[src/rtl/alu_muldiv_seq.sv]
`default_nettype none
// ============================================================================
// Module      : alu_muldiv_seq
// Description : Multi-cycle unsigned multiply / divide sequencer that borrows
//               the shared 32-bit datapath ALU. MULU (low word only) is built
//               by shift-add, one bit per cycle; DIVU is restoring division
//               using a compare (SLTU) cycle followed by a subtract cycle per
//               quotient bit. The pipeline is held via busy until done.
//
// Ports       : clk, rst          clock, synchronous active-high reset
//               start, op         request strobe (IDLE only), 0=MULU 1=DIVU
//               op_a, op_b        operands, captured at accept
//               busy, done        hold-pipeline flag, one-cycle completion
//               result_lo/hi      MULU: {0, product}; DIVU: {rem, quotient}
//               div_by_zero       DIVU with op_b == 0
//               alu_a/b/sel       operands and select driven to the ALU
//               alu_out/zero      ALU result and zero flag
//
// Revision    : 1.0 - initial release
// ============================================================================
module alu_muldiv_seq #(
    parameter int WIDTH = 32
) (
    input  logic             clk,
    input  logic             rst,
    input  logic             start,
    input  logic             op,
    input  logic [WIDTH-1:0] op_a,
    input  logic [WIDTH-1:0] op_b,
    output logic             busy,
    output logic             done,
    output logic [WIDTH-1:0] result_lo,
    output logic [WIDTH-1:0] result_hi,
    output logic             div_by_zero,
    output logic [WIDTH-1:0] alu_a,
    output logic [WIDTH-1:0] alu_b,
    output logic [2:0]       alu_sel,
    input  logic [WIDTH-1:0] alu_out,
    input  logic             alu_zero
);

    localparam int             c_cnt_w = $clog2(WIDTH);
    localparam logic [c_cnt_w-1:0] c_last  = c_cnt_w'(WIDTH - 1);
    localparam logic [c_cnt_w-1:0] c_first = '0;
    localparam logic [WIDTH-1:0]   c_one   = WIDTH'(1);

    localparam logic [2:0] c_sel_add  = 3'd0;
    localparam logic [2:0] c_sel_sub  = 3'd1;
    localparam logic [2:0] c_sel_sltu = 3'd4;

    localparam logic [2:0] c_st_idle    = 3'd0;
    localparam logic [2:0] c_st_mul     = 3'd1;
    localparam logic [2:0] c_st_div_cmp = 3'd2;
    localparam logic [2:0] c_st_div_sub = 3'd3;
    localparam logic [2:0] c_st_done    = 3'd4;

    logic [2:0]         r_state;
    logic [2:0]         w_next_state;
    logic [WIDTH-1:0]   r_a;
    logic [WIDTH-1:0]   r_b;
    logic [WIDTH-1:0]   r_acc;
    logic [WIDTH-1:0]   r_rem;
    logic [WIDTH-1:0]   r_quo;
    logic [c_cnt_w-1:0] r_i;
    logic               r_ge;
    logic [WIDTH-1:0]   r_lo;
    logic [WIDTH-1:0]   r_hi;
    logic               r_dbz;

    logic               w_div_zero;
    logic [WIDTH-1:0]   w_rem_sh;
    logic [WIDTH-1:0]   w_mul_addend;
    logic [WIDTH-1:0]   w_quo_nxt;
    logic [WIDTH-1:0]   w_rem_nxt;

    assign w_div_zero   = op && (op_b == '0);
    // Partial remainder with the next dividend bit shifted in. Its dropped MSB
    // (r_rem[WIDTH-1]) means the true 33-bit value already exceeds the divisor.
    assign w_rem_sh     = {r_rem[WIDTH-2:0], r_a[r_i]};
    assign w_mul_addend = r_b[r_i] ? (r_a << r_i) : '0;
    assign w_quo_nxt    = r_ge ? (r_quo | (c_one << r_i)) : r_quo;
    // When the overflow bit was set the wrapped subtraction is still exact,
    // because the real difference is below 2^WIDTH.
    assign w_rem_nxt    = r_ge ? alu_out : w_rem_sh;

    assign busy        = (r_state != c_st_idle);
    assign done        = (r_state == c_st_done);
    assign result_lo   = r_lo;
    assign result_hi   = r_hi;
    assign div_by_zero = r_dbz;

    always_comb begin
        w_next_state = r_state;
        alu_a        = '0;
        alu_b        = '0;
        alu_sel      = c_sel_add;
        case (r_state)
            c_st_idle: begin
                if (start) begin
                    if (w_div_zero) begin
                        w_next_state = c_st_done;
                    end else if (op) begin
                        w_next_state = c_st_div_cmp;
                    end else begin
                        w_next_state = c_st_mul;
                    end
                end
            end
            c_st_mul: begin
                alu_sel = c_sel_add;
                alu_a   = r_acc;
                alu_b   = w_mul_addend;
                if (r_i == c_last) begin
                    w_next_state = c_st_done;
                end
            end
            c_st_div_cmp: begin
                alu_sel      = c_sel_sltu;
                alu_a        = w_rem_sh;
                alu_b        = r_b;
                w_next_state = c_st_div_sub;
            end
            c_st_div_sub: begin
                alu_sel      = c_sel_sub;
                alu_a        = w_rem_sh;
                alu_b        = r_b;
                w_next_state = (r_i == c_first) ? c_st_done : c_st_div_cmp;
            end
            c_st_done: begin
                w_next_state = c_st_idle;
            end
            default: begin
                w_next_state = c_st_idle;
            end
        endcase
    end

    always_ff @(posedge clk) begin
        if (rst) begin
            r_state <= c_st_idle;
            r_a     <= '0;
            r_b     <= '0;
            r_acc   <= '0;
            r_rem   <= '0;
            r_quo   <= '0;
            r_i     <= '0;
            r_ge    <= 1'b0;
            r_lo    <= '0;
            r_hi    <= '0;
            r_dbz   <= 1'b0;
        end else begin
            r_state <= w_next_state;
            case (r_state)
                c_st_idle: begin
                    if (start) begin
                        r_a   <= op_a;
                        r_b   <= op_b;
                        r_acc <= '0;
                        r_rem <= '0;
                        r_quo <= '0;
                        r_ge  <= 1'b0;
                        r_i   <= op ? c_last : c_first;
                        if (w_div_zero) begin
                            r_lo  <= '1;
                            r_hi  <= op_a;
                            r_dbz <= 1'b1;
                        end else begin
                            r_lo  <= '0;
                            r_hi  <= '0;
                            r_dbz <= 1'b0;
                        end
                    end
                end
                c_st_mul: begin
                    r_acc <= alu_out;
                    r_i   <= r_i + c_cnt_w'(1);
                    // Results land on the edge into DONE so they are valid
                    // while done is high.
                    if (r_i == c_last) begin
                        r_lo <= alu_out;
                        r_hi <= '0;
                    end
                end
                c_st_div_cmp: begin
                    // SLTU returns 0 (zero flag) when rem' >= divisor.
                    r_ge <= alu_zero | r_rem[WIDTH-1];
                end
                c_st_div_sub: begin
                    r_rem <= w_rem_nxt;
                    r_quo <= w_quo_nxt;
                    if (r_i == c_first) begin
                        r_lo <= w_quo_nxt;
                        r_hi <= w_rem_nxt;
                    end else begin
                        r_i <= r_i - c_cnt_w'(1);
                    end
                end
                default: begin
                end
            endcase
        end
    end

endmodule
`default_nettype wire

[config.mk]
export PLATFORM = sky130hd
export DESIGN_NAME = alu_muldiv_seq
export DESIGN_NICKNAME = d
export VERILOG_FILES = /design/src/rtl/alu_muldiv_seq.sv
export SDC_FILE = /design/constraint.sdc
export NUM_CORES = 1
export LEC_CHECK = 0
export ABC_AREA = 0
export CAP_MARGIN = 10
export CORE_UTILIZATION = 40
export DETAILED_ROUTE_END_ITERATION = 8
export PLACE_DENSITY_LB_ADDON = 0.3
export SYNTH_ARGS = -nofsm -noshare
export SYNTH_HDL_FRONTEND = slang
export SYNTH_SLANG_ARGS = --single-unit
[constraint.sdc]
create_clock -name clk -period 6.7 [get_ports clk]
set_input_delay 1.34 -clock clk [delete_from_list [all_inputs] [get_ports clk]]
set_output_delay 1.34 -clock clk [all_outputs]
set_load 0.005 [all_outputs]
==> results.sh <==
export IMPL_status="completed"
export IMPL_setup_violations=0
export IMPL_grtUsageTotal=0.279
export IMPL_worstHoldPathType="flip-flop to flip-flop"
export IMPL_die_x_um=177
export IMPL_n_fill_cell=2858
export IMPL_viasPerCell=5.95
export IMPL_ant_nets=0
export IMPL_crit_arrival_ns=4.00
export IMPL_ios=235
export IMPL_hold_viol_final=0
export IMPL_cts_resized=0
export IMPL_synthArstFlopShare=0
export IMPL_yosysTopAreaCellShare=0.381
export IMPL_synth_warnings=0
export IMPL_fin_crit_sh=0.797
export IMPL_port_buffers=233
export IMPL_clk_pin_slew_ns=0.06
export IMPL_crit_required_ns=5.36
export IMPL_dp_hpwl_um=32400
export IMPL_setup_tns_ns=0
export IMPL_placementRows=63
export IMPL_final_nets=1791
export IMPL_syn_inst=1548
export IMPL_grt_pass1_vias=11378
export IMPL_cts_root_buf="clkbuf_16"
export IMPL_insertion_delay_ns=0.57
export IMPL_drtIter0Drc=1304
export IMPL_gp_congestion=0.979
export IMPL_avgRoutedWirePerCell_um=21.8
export IMPL_tightest_slew_ns=1.10
export IMPL_fin_area_mm2=0.0155
export IMPL_final_max_slew_viol_count=0
export IMPL_drc=0
export IMPL_cp_start_kind="flip-flop"
export IMPL_period_minus_slack_ns=5.34
export IMPL_syn_to_final_growth_pct=25.9
export IMPL_dieArea_mm2=0.0314
export IMPL_synth_cell_types=64
export IMPL_synth_edf_count=0
export IMPL_finalWorstSetupSlack_ns=1.36
export IMPL_cts_tree="yes"
export IMPL_grt_overflow=0
export IMPL_place_ws_ns=2.00
export IMPL_skew_ns=0.0170
export IMPL_synth_nets=1653
export IMPL_cap_violations=0
export IMPL_die_h_um=177
export IMPL_initial_utilization=0.410
export IMPL_relSlewSlack=0.266
export IMPL_rsz0062_at_grt="no"
export IMPL_grt_max_degree=97
export IMPL_via_count=12444
export IMPL_drive_above_1_share=0.0640
export IMPL_ys_seq_area_frac=0.381
export IMPL_cts_buffers=26
export IMPL_syn_avg_cell_area_um2=7.94
export IMPL_grt_pass1_wl_um=68000
export IMPL_p_leak_nw=5.34
export IMPL_reg2reg_slack_ns=3.36
export IMPL_synth_main_ff_cell="dfxtp_1"
export IMPL_placed_area_mm2=0.0146
export IMPL_critPathKind="flip-flop to output port"
export IMPL_core_region_area_mm2=0.0300
export IMPL_crit_path_end_kind="output port"
export IMPL_synth_top_cell_by_area="dfxtp_1"
export IMPL_layout_common_cells="245 x a21oi_1, 232 x clkdlybuf4s50_1, 230 x dfxtp_1"
export IMPL_cp_max_fo=28
export IMPL_mostFrequentLayoutCell="a21oi_1"
export IMPL_irDropWorstVdd_mv=0.204
export IMPL_syn_cell_area_mm2=0.0123
export IMPL_cts_buffer_depth=3
export IMPL_cts_sinks=234
export IMPL_p_per_area_mw_per_mm2=292
export IMPL_fmax_mhz=187
export IMPL_synth_area_leaders="dfxtp_1 38%, a21oi_1 10%, mux2i_1 7.8%"
export IMPL_antenna_found_initial=1
export IMPL_cts_hold_buf=0
export IMPL_synth_seq_cells=234
export IMPL_routed_wl_um=45600
export IMPL_first_pass_iters=8
export IMPL_post_cts_setup_buffers=0
export IMPL_cts_htree_levels=1
==> metal layers <==
metal	up-vias	track usage	wire length, um
met3	88	0.0533	3860
met5	-	0	0
met2	619	0.433	20300
met1	5889	0.387	20000
met4	0	0.0933	1470
li1	5848	-	-
==> final timing paths <==
path	from	cells after the start	to
setup / recovery	r_i[3]$_SDFFE_PP0P_	8	alu_b[17]
hold / removal	div_by_zero$_SDFFE_PP0P_	2	div_by_zero$_SDFFE_PP0P_
setup reg to reg	r_state[0]$_SDFFE_PP0P_	9	result_lo[9]$_SDFFE_PP0P_
hold reg to reg	div_by_zero$_SDFFE_PP0P_	2	div_by_zero$_SDFFE_PP0P_
==> sequential cells by signal, indices dropped and copies added, names as in the netlist <==
name,flops
result_lo,32
div_by_zero,1
r_ge,1
r_b,32
r_a,32
r_acc,32
r_state,3
r_rem,32
r_i,5
result_hi,32
r_quo,32
==> stage by stage <==
stage / power [W] / hold WS [ns] / utilization / std cells
3_3_place_gp: 0.00309 / 0.441 / 0.488 / 2048
6_report: 0.00452 / 0.470 / 0.516 / 2093
5_1_grt: 0.00472 / 0.504 / 0.516 / 2092
2_1_floorplan: 0.00256 / 0.446 / - / 1548
4_1_cts: 0.00451 / 0.481 / 0.516 / 2092
3_5_place_dp: 0.00310 / 0.472 / 0.488 / 2048
==> power breakdown <==
part           internal [W]  total (W)  switching [W]  leakage (nW)
combinational      0.000589    0.00142       0.000828          3.01
sequential          0.00154    0.00169       0.000152          1.91
clock              0.000809    0.00142       0.000610         0.414
==> synth_stat cells (9+ instances only) <==
cell type  instances
dfxtp_1          234
a21oi_1          245
o22ai_1           48
nor2_1           206
buf_2             34
nand2_1          188
nor4_1            10
a22o_1            41
mux4_2            12
clkbuf_1          89
a22oi_1           79
mux2i_1           96
nand2b_1           9
mux2_2            13
nor2b_1           14
buf_4              9
o21ai_0           87
nor3_1            14
inv_1             10
==> critical path, stage by stage, from the launching register on <==
cell and delay, ns:
dfxtp_1 0.91, buf_4 0.46, nand2_1 0.33, o211ai_1 0.27, o21ai_1 0.08, buf_4 0.18
nor2b_1 0.53, o21ai_0 0.20, clkdlybuf4s50_1 0.48
==> final cells by class <==
type | count | area, um^2 | area share
Antenna cell | 1 | 2.50 | 0.000162
Clock inverter | 10 | 110 | 0.00712
Timing Repair Buffer | 254 | 2490 | 0.161
Tap cell | 390 | 488 | 0.0315
Sequential cell | 234 | 4690 | 0.303
Clock buffer | 34 | 731 | 0.0472
Multi-Input combinational cell | 1159 | 6910 | 0.447
Inverter | 11 | 41.3 | 0.00267
==> cells by family after synthesis <==
group,synth area share
muxes,0.114
other,0.000305
xor gates and xnor gates,0.00285
buffers and inverters,0.0599
DFF,0.381
and+or+nand+nor,0.159
adders and majority gates,0.00469
AOI/OAI and AO/OA,0.277
Note: power is estimated with default switching activity, not from simulation.
